## src/rtl/fifo_rd_fwft.sv

```systemverilog
// rtl/fifo_rd_fwft.sv - FWFT valid/ready adapter for a 1-cycle-latency FIFO read port
module fifo_rd_fwft #(
  parameter int DSIZE = 8,
  parameter int CNT_W = 16
) (
  input  logic             clk,
  input  logic             rst_n,
  input  logic [DSIZE-1:0] rd_data,
  input  logic             rd_empty,
  output logic             rd_en,
  output logic [DSIZE-1:0] out_data,
  output logic             out_valid,
  input  logic             out_ready,
  output logic [CNT_W-1:0] out_count
);

  typedef enum logic [1:0] {EMPTY = 2'd0, ONE = 2'd1, TWO = 2'd2} state_e;

  state_e           state_q, state_d;
  logic             inflight_q, inflight_d;
  logic [DSIZE-1:0] head_q, head_d;
  logic [DSIZE-1:0] skid_q, skid_d;
  logic [CNT_W-1:0] count_q, count_d;
  logic             pop;
  logic [2:0]       credit;

  always_comb begin
    pop        = (state_q != EMPTY) & out_ready;
    // Words already held plus the one in flight, less the one leaving, must leave room.
    credit     = {1'b0, state_q} + {2'b00, inflight_q} - {2'b00, pop};
    rd_en      = rst_n & ~rd_empty & (credit < 3'd2);
    inflight_d = rd_en;
    state_d    = state_q;
    head_d     = head_q;
    skid_d     = skid_q;
    count_d    = pop ? count_q + CNT_W'(1) : count_q;
    case (state_q)
      EMPTY: begin
        if (inflight_q) begin
          head_d  = rd_data;
          state_d = ONE;
        end
      end
      ONE: begin
        case ({inflight_q, pop})
          2'b10: begin
            skid_d  = rd_data;
            state_d = TWO;
          end
          2'b11: head_d = rd_data;
          2'b01: state_d = EMPTY;
          default: ;
        endcase
      end
      TWO: begin
        if (pop) begin
          head_d = skid_q;
          if (inflight_q) skid_d = rd_data;
          else            state_d = ONE;
        end
      end
      default: state_d = EMPTY;
    endcase
  end

  always_ff @(posedge clk) begin
    if (!rst_n) begin
      state_q    <= EMPTY;
      inflight_q <= 1'b0;
      head_q     <= '0;
      skid_q     <= '0;
      count_q    <= '0;
    end else begin
      state_q    <= state_d;
      inflight_q <= inflight_d;
      head_q     <= head_d;
      skid_q     <= skid_d;
      count_q    <= count_d;
    end
  end

  assign out_data  = head_q;
  assign out_valid = (state_q != EMPTY);
  assign out_count = count_q;

  overflow_a: assert property (@(posedge clk) disable iff (!rst_n)
    !(inflight_q && (state_q == TWO) && !pop));

endmodule
```

## config.mk

```make
export PLATFORM = sky130hd
export DESIGN_NAME = fifo_rd_fwft
export DESIGN_NICKNAME = d
export VERILOG_FILES = /design/src/rtl/fifo_rd_fwft.sv
export SDC_FILE = /design/constraint.sdc
export NUM_CORES = 1
export LEC_CHECK = 0
export ABC_AREA = 1
export CAP_MARGIN = 20
export CORE_MARGIN = 2
export CORE_UTILIZATION = 45
export DETAILED_ROUTE_END_ITERATION = 6
export GPL_ROUTABILITY_DRIVEN = 0
export PLACE_DENSITY = 0.73
export SLEW_MARGIN = 0
export SYNTH_ARGS = -nofsm -noshare
export SYNTH_HDL_FRONTEND = slang
export SYNTH_SLANG_ARGS = --single-unit
```

## constraint.sdc

```tcl
create_clock -name clk -period 6.14 [get_ports clk]
set_input_delay 1.228 -clock clk [delete_from_list [all_inputs] [get_ports clk]]
set_output_delay 1.228 -clock clk [all_outputs]
set_load 0.05 [all_outputs]
```

After elaboration in Yosys (flattened, before gate mapping)
Cells that the tools add are included.
Cells by class
  add/sub/neg operators: 3
  $lt $le $gt $ge: 1
  equal/unequal tests: 12
  mux-type cells: 12
  bitwise operators: 4
  reduce and logical (&&, ||, !) cells: 7
Operator list (number)
  $mux W8: 5
  $pmux W8 S3: 1
  $add A16 B1 Y16 const B: 1
  $pmux W8 S2: 1
  $reduce_and A4 Y1: 3
  $ne A2 B2 Y1 const B: 5
  $eq A2 B2 Y1 const B: 3
  $mux W2: 3
  $pmux W2 S3: 1
  $eq A2 B1 Y1 const B: 2
  $pmux W2 S2: 1
  $reduce_bool A2 Y1: 2
  $add A2 B1 Y3: 1
  $and A1 B1 Y1: 3
  $lt A3 B2 Y1 const B: 1
  $ne A3 B2 Y1 const B: 1
  $reduce_bool A3 Y1: 1
  $sub A3 B1 Y3: 1
  $logic_not A2 Y1: 1
  $ne A2 B1 Y1 const B: 1
  $not A1 Y1: 1
Storage, ports and cells
  flip-flop bits (word level): 35
  bits of input ports: 12
  output and inout port bits: 26
  word-level logic and storage cells: 44

Longest topological paths before layout
  depth after elaboration: 5
  gate-level depth with buffers: 10
  depth with buffers taken out: 9

Worst setup path after synthesis
Ideal clock, no wire load.
  path type: in2out
  start point: input port out_ready
  end point: output port rd_en
  arrival: 3.524 ns
  data required time: 4.912 ns
  slack: 1.388 ns
  cell stages on the path: 6
  buffers on the path: 0
  cell sequence: nand2_1 -> ha_1 -> or2_2 -> fa_1 -> nand2_1 -> nor3_1
Between the ends
  word-level cells in the longest chain between the ends: 4
RTL lines
  from (decl): RTL line 13  | input logic out_ready,
  $and A1 B1 Y1: RTL line 28  | pop = (state_q != EMPTY) & out_ready;
  $sub A3 B1 Y3: RTL line 30  | credit = {1'b0, state_q} + {2'b00, inflight_q} - {2'b00, pop};
  $lt A3 B2 Y1: RTL line 31  | rd_en = rst_n & ~rd_empty & (credit < 3'd2);
  $and A1 B1 Y1: RTL line 31
  to (decl): RTL line 10  | output logic rd_en,
No other way between the ends.

Final worst setup path
Same ends and word-level chain as after synthesis.

==> out/qor.yml <==
outcome: "complete, no violations"
routed.top_layer: "met4"
met2_length_um: 1680
path_clk_slew_ps: 70
via_per_inst: 4.77
drt-initial-drc-count: 120
layout_commonest_cell: "nor2_1"
dpl.hpwl_um: 2550
worstSetupPathType: "primary input to output pin"
layout-drive-gt1-share_pct: 5.88
ctsLongestPathBuffers: 2
max_cap_violations: 0
ir_drop_uv: 230
dieWidth_um: 64.7
hold_depth: 2
cp.required_ps: 4910
yosysWarnings: 0
ff2ff_setup_slack_ps: 3950
final_nets: 303
die_y_um: 64.7
hold_buffers: 0
rr_startpoint: "state_q[0]"
layout.cells.non_filler: 337
fin_util_pct: 60.2
clock_sinks: 35
portBuffers: 37
detail-route-antenna-nets: 0
met1_length_um: 1730
postCtsSetupBuffers: 0
fillCellCount: 376
slew_viol_final: 0
yosysSeqAreaShare_pct: 42.2
wl_met3_um: 119
slowest_stage: "clkdlybuf4s50_1"
reg2regPathDepth: 8
hold_end: "out_count[2]"
post-synth-top-area-fraction_pct: 42.2
rsz0062_at_grt: "false"
grt_overflow: 0
dieArea_sq_mm: 0.00419
crit_fanout: 5
start_util_pct: 46.0
crit_buf_inv: 2
clock-root-buffer: "clkbuf_8"
layout_common_cells: "59 x nor2_1, 58 x nand2_1, 37 x clkdlybuf4s50_1"
synth_largest_area_cell: "dfxtp_1"
arrival_ps: 4070
fin_crit_ps: 5290
firstDrtPassIters: 4
via_count: 1607
worstPathCellList: "clkdlybuf4s50_1 > nand2_1 > ha_1 > or2_2 > fa_1 > nand2_1 > nor3_1 > clkdlybuf4s50_1"
core_sq_mm: 0.00361
grt_pass1_vias: 1363
placedCellCount: 329
clk-insertion-delay-late_ps: 290
fin_tns_setup_ps: 0
slew_headroom_pct: 65.4
grtUsageTotal_pct: 18.9
synth_nets: 263
crit_family: "buffers and inverters"
synthTopCellsByArea: "dfxtp_1 42%, nor2_1 13%, nand2_1 13%"
max_stage_delay_ps: 820
wl_per_cell_um: 10.7
cp-end-kind: "output pin"
worst_pin_slew_ps: 518
antenna_found_initial: 0
grt_pass1_wl_um: 6090
synth.avg_cell_area_sq_um: 6.69
syn_to_final_growth_pct: 30.8
pin_count: 38
powerDensity_mw_per_mm2: 335
fmax_mhz: 189
synthCells: 248
hold_class: "flop to flop"
leakagePower_nw: 0.902
htree_levels: 2
antenna_cells: 0
hold_viol: 0
hp-start: "out_count[2]"
ys_types: 25
final-setup-viol-count: 0
finalWirelength_um: 3600
cts_buffers: 5
worstSetupStartpointType: "primary input"
cts_resized: 0
ys_seq_elements: 35
drc: 0
row_count: 22
grt_max_degree: 33
fin_crit_sh_pct: 86.2
cts_tree: "built"
synth_area_sq_mm: 0.00166
reg2reg_to: "inflight_q"
finClkSkew_ps: 5.63
==> per-layer routing <==
layer / track usage [%] / vias to the layer above
met5: 0 / -
met2: 30.0 / 30
met3: 5.73 / 5
met1: 23.7 / 711
li1: - / 861
met4: 7.98 / 0
==> stage by stage <==
stage                     setup slack [ps]  instance area (sq um)  hold slack [ps]  power (W)
after detailed placement               820                   2070              474   0.000548
after global routing                   686                   2170              510   0.000772
after floorplan                       1390                   1660              476   0.000471
final                                  846                   2170              479   0.000727
after CTS                              823                   2170              484   0.000734
after global placement                 850                   2070              466   0.000545
==> Yosys cell counts (all sizes together) <==
master  instances
ha              2
inv            26
clkbuf          2
o21ai          22
nand4           2
nor2           62
nand3          12
fa              1
nor3            6
nand2          59
or2             1
a211oi          1
xor2            2
o22ai           2
buf             3
xnor2           1
a21oi           9
dfxtp          35
==> state kept, by name (all words and copies together) (netlist names) <==
register	flops
out_count	16
inflight_q	1
out_data	8
state_q	2
skid_q	8
==> logic make-up after synthesis <==
family	after synthesis	synth area share, %
AO/OA/AOI/OAI	34	10.9
XOR/XNOR	3	1.58
adder cells (fa/ha/maj)	3	2.71
buffers and inverters	31	7.46
flip-flops	35	42.2
AND/OR/NAND/NOR	142	35.1
==> how the worst max path moves through the flow <==
stage,from,endpoint,cells past startpoint
3_3_place_gp,out_ready,rd_en,8
3_5_place_dp,out_ready,rd_en,8
4_1_cts,out_ready,rd_en,8
2_1_floorplan,out_ready,rd_en,6
5_1_grt,out_ready,rd_en,8
6_report,out_ready,rd_en,8
==> where the power goes <==
part	total (W)	internal (W)	switching [W]
registers	0.000283	0.000260	0.0000225
clock network	0.000184	0.000102	0.0000818
logic	0.000260	0.0000854	0.000175
total	0.000727	0.000448	0.000279
==> worst min-delay path: stages, from the launching register on <==
cell	delay, ps
dfxtp_1	330
inv_1	50
a21oi_1	50
==> final cells by class <==
| class | count | area [sq um] | share of cell area, % |
|---|---|---|---|
| Inverter | 26 | 97.6 | 4.49 |
| Multi-Input combinational cell | 182 | 836 | 38.5 |
| Clock buffer | 8 | 100 | 4.61 |
| Sequential cell | 35 | 701 | 32.3 |
| Tap cell | 48 | 60.1 | 2.76 |
| Timing Repair Buffer | 38 | 378 | 17.4 |
No activity file was read; power rests on OpenSTA's default activity.
